`src/rtl/minterm_sweep_engine.sv`:
```
// Programmable N-variable Boolean function unit with a registered evaluator and a
// handshaked sweep that streams minterm or maxterm indices and counts them.
module minterm_sweep_engine #(
  parameter int                      N_VARS   = 4,
  parameter logic [(1<<N_VARS)-1:0]  TT_RESET = 16'hDF03
) (
  input  logic                    clk,
  input  logic                    rst_n,
  input  logic                    tt_load,
  input  logic [(1<<N_VARS)-1:0]  tt_data,
  input  logic [N_VARS-1:0]       eval_in,
  output logic                    f_out,
  input  logic                    start,
  input  logic                    mode,
  output logic                    m_valid,
  input  logic                    m_ready,
  output logic [N_VARS-1:0]       m_index,
  output logic                    busy,
  output logic                    done,
  output logic [N_VARS:0]         count
);

  typedef enum logic [1:0] {IDLE, SWEEP, FIN} state_t;

  state_t                   state, state_next;
  logic [(1<<N_VARS)-1:0]   table_q;
  logic [N_VARS-1:0]        idx;
  logic                     mode_q;
  logic                     hit;
  logic                     advance;
  logic                     last_idx;

  always_ff @(posedge clk or negedge rst_n) begin
    if (!rst_n) state <= IDLE;
    else        state <= state_next;
  end

  // An index is resolved either by skipping it (no hit) or by a completed handshake.
  always_comb begin
    state_next = state;
    hit        = table_q[idx] ^ mode_q;
    last_idx   = &idx;
    advance    = 1'b0;
    m_valid    = 1'b0;
    busy       = 1'b0;
    done       = 1'b0;
    case (state)
      IDLE: begin
        if (start) state_next = SWEEP;
      end
      SWEEP: begin
        busy    = 1'b1;
        m_valid = hit;
        advance = !hit || m_ready;
        if (advance && last_idx) state_next = FIN;
      end
      FIN: begin
        done       = 1'b1;
        state_next = IDLE;
      end
      default: state_next = IDLE;
    endcase
  end

  // Table writes and sweep setup are only honoured while idle; idx saturates at the
  // last index so a finished sweep never wraps back into the table.
  always_ff @(posedge clk or negedge rst_n) begin
    if (!rst_n) begin
      table_q <= TT_RESET;
      idx     <= '0;
      mode_q  <= 1'b0;
      count   <= '0;
      f_out   <= 1'b0;
    end else begin
      f_out <= table_q[eval_in];
      if (state == IDLE) begin
        if (tt_load) table_q <= tt_data;
        if (start) begin
          idx    <= '0;
          count  <= '0;
          mode_q <= mode;
        end
      end else if (advance) begin
        if (hit)       count <= count + 1'b1;
        if (!last_idx) idx   <= idx + 1'b1;
      end
    end
  end

  assign m_index = idx;

endmodule

```
`config.mk`:
```
export PLATFORM = sky130hd
export DESIGN_NAME = minterm_sweep_engine
export DESIGN_NICKNAME = d
export VERILOG_FILES = /design/src/rtl/minterm_sweep_engine.sv
export SDC_FILE = /design/constraint.sdc
export NUM_CORES = 1
export LEC_CHECK = 0
export BUFFER_PORTS_ARGS = -buffer_cell sky130_fd_sc_hd__buf_2
export CAP_MARGIN = 5
export CORE_MARGIN = 2
export CORE_UTILIZATION = 45
export DETAILED_ROUTE_END_ITERATION = 6
export PLACE_DENSITY = 0.81
export SETUP_SLACK_MARGIN = 0.2
export SYNTH_ARGS = -nofsm -noshare
export SYNTH_HDL_FRONTEND = slang
export SYNTH_SLANG_ARGS = --single-unit
export TNS_END_PERCENT = 5
```
`constraint.sdc`:
```
create_clock -name clk -period 4.15 [get_ports clk]
set_clock_uncertainty 0.15 [all_clocks]
set_input_delay 0.2075 -clock clk [delete_from_list [all_inputs] [get_ports clk]]
set_output_delay 0.2075 -clock clk [all_outputs]
set_load 0.05 [all_outputs]
```
==> impl_metrics.tcl <==
set metrics [dict create \
    p_leak_nw 0.9369 \
    synth_warnings 0 \
    cts_buffers 5 \
    first_iter_violations 47 \
    clkLatencyLatePin_ns 0.33 \
    wl_met3_um 206 \
    drtAntennaViolNets 0 \
    finalHoldViolCount 0 \
    dpl.hpwl_um 2552 \
    die_w_um 64.24 \
    critPathBufInv 1 \
    cp_max_fo 10 \
    die_area_sq_mm 0.004126 \
    wirelength_um 3532 \
    cts.htree.levels 2 \
    min_path_type "in -> reg" \
    coreArea_sq_mm 0.003416 \
    path_class "reg -> out" \
    fin_ws_ns 1.019 \
    fin_cells 233 \
    period_share_pct 75.45 \
    port_buffers 38 \
    finalMaxSlewViolations 0 \
    initial_core_util_pct 47.80 \
    synth_top_cells_by_area "dfrtp_1 (31%), dfstp_2 (14%), mux2_2 (12%), mux4_2 (11%), nand2_1 (2.8%)" \
    arrival_ns 2.77 \
    cts_resized 0 \
    setup_tns_ns 0 \
    die_h_um 64.24 \
    layout-drive-gt1-share_pct 45.45 \
    critical_path_required_ns 3.79 \
    overflow 0 \
    path_clk_slew_ns 0.09 \
    fin_nets 214 \
    hold_ws_ns 0.03607 \
    firstDrtPassIters 4 \
    pre_cts_slack_ns 1.389 \
    final.min_clock_period_ns 3.131 \
    worstSetupEndpointType "output port" \
    clock_path_buffers 2 \
    syn_area_sq_mm 0.001633 \
    routabilityCongestion 0.8385 \
    wl_met1_um 1462 \
    ios 39 \
    dpl.cell_count 207 \
    grt_max_degree 30 \
    antenna_found_initial 0 \
    postLayoutCoreUtil_pct 61.54 \
    setup_viol 0 \
    highest-signal-layer "met4" \
    worstMarginPinSlew_ns 1.102 \
    met2_length_um 1827 \
    syn_nets 155 \
    yosysTopAreaCellShare_pct 30.65 \
    p_per_area_mw_per_mm2 872.2 \
    avgRoutedWirePerCell_um 15.16 \
    routed_via_density 5.386 \
    grt_use_total_pct 18.70 \
    ys_ff_latch 29 \
    cp_top_family "multiplexers" \
    synth-edff-count 0 \
    drcViolationCount 0 \
    clock_sinks 29 \
    rsz0062_at_grt "no" \
    ys_types 39 \
    final_cell_mix "buf_2 (38), dfrtp_1 (20), dlygate4sd3_1 (18)" \
    ys.flop_type "dfrtp_1" \
    worstPathCellList "mux4_1 -> mux2_2 -> mux2i_1 -> xnor2_1 -> and2_1 -> buf_2" \
    max_freq_mhz 319.4 \
    syn_to_final_growth_pct 28.74 \
    ys_seq_area_share_pct 45.13 \
    dr_total_vias 1255 \
    diodes 0 \
    grt_pass1_vias 1267 \
    final_common_cell "buf_2" \
    cp_slowest_cell "dfrtp_1" \
    ir_worst_vdd_mv 0.3446 \
    num_rows 21 \
    syn_area_per_cell_sq_um 12.86 \
    root_buffer "clkbuf_4" \
    slew_headroom_pct 26.20 \
    grt_pass1_wl_um 5844 \
    cp-start-kind "flip-flop" \
    status "completed" \
    cts_tree "done" \
    maxCapViolCount 0 \
    synth_top_area_cell "dfrtp_1" \
    postSynthCellCount 127 \
    cp_slowest_stage_delay_ns 0.60 \
    async_flop_share_pct 100.0 \
]
-- final timing paths --
path | from | end | slack, ns | cells past startpoint
max | m_index[0] | m_valid | 1.02 | 6
min | eval_in[3] | f_out | 0.04 | 2
max reg2reg | m_index[0] | count[3] | 1.47 | 6
min reg2reg | table_q[2] | table_q[2] | 0.39 | 1
max in group asynchronous | rst_n | table_q[2] | 3.15 | 2
min in group asynchronous | rst_n | state[0] | 0.27 | 2
-- where the power goes --
group / switching (mW) / leakage [nW] / internal [mW]
Sequential: 0.152 / 0.341 / 0.448
Combinational: 0.580 / 0.563 / 0.478
Clock: 0.0924 / 0.0326 / 0.0834
-- state kept, by name (all words and copies together) (netlist names) --
name     count
state        2
count        5
table_q     16
mode_q       1
m_index      4
f_out        1
-- per-layer routing --
metal | global-route usage [%] | vias to the layer above
met2 | 33.59 | 43
met3 | 6.514 | 6
met5 | 0 | -
met1 | 21.20 | 609
li1 | - | 597
met4 | 4.521 | 0
-- cell families (layout without fill, tap and decap cells) --
family	Yosys count	in the layout	share of synthesized area, %
flip-flops	29	29	45.13
adder cells (fa/ha/maj)	2	2	1.532
XOR/XNOR	4	4	2.606
AND/OR/NAND/NOR	37	37	11.11
AO/OA/AOI/OAI	15	15	8.124
multiplexers	30	30	27.89
buffers and inverters	10	70	3.601
-- stage by stage --
step / area (sq um) / total power [mW]
5_1_grt: 2102 / 1.953
2_1_floorplan: 1633 / 1.440
4_1_cts: 2102 / 1.847
3_3_place_gp: 1863 / 1.609
6_report: 2102 / 1.833
3_5_place_dp: 1863 / 1.656
-- worst register-to-register path, stage by stage (launching register included) --
cell	delay [ns]
dfrtp_1	0.60
mux4_1	0.60
mux2_2	0.31
mux2i_1	0.18
xnor2_1	0.31
nand2_1	0.15
o32ai_1	0.29
-- cell type report --
cell class | instances | area, sq um
fill | 294 | 1314
tap | 46 | 57.56
multi-input combinational | 88 | 842.1
inverter | 6 | 36.28
timing repair buffer | 56 | 370.4
sequential | 29 | 737.0
clock buffer | 8 | 58.81
-- cell usage after synthesis (3+ instances only) --
cell	n
a21oi_1	3
clkbuf_1	3
dfrtp_1	20
dfstp_2	9
inv_1	4
mux2_2	17
mux4_2	8
nand2_1	12
nand3_1	6
nor2_1	5
xnor2_1	3
-- what timing repair did --
item / in CTS / in global routing
endpoints found under the hold margin: 37 / 0
hold buffers: 18 / 0
buffers inserted: 0 / 0
No activity file was read; power rests on OpenSTA's default activity.
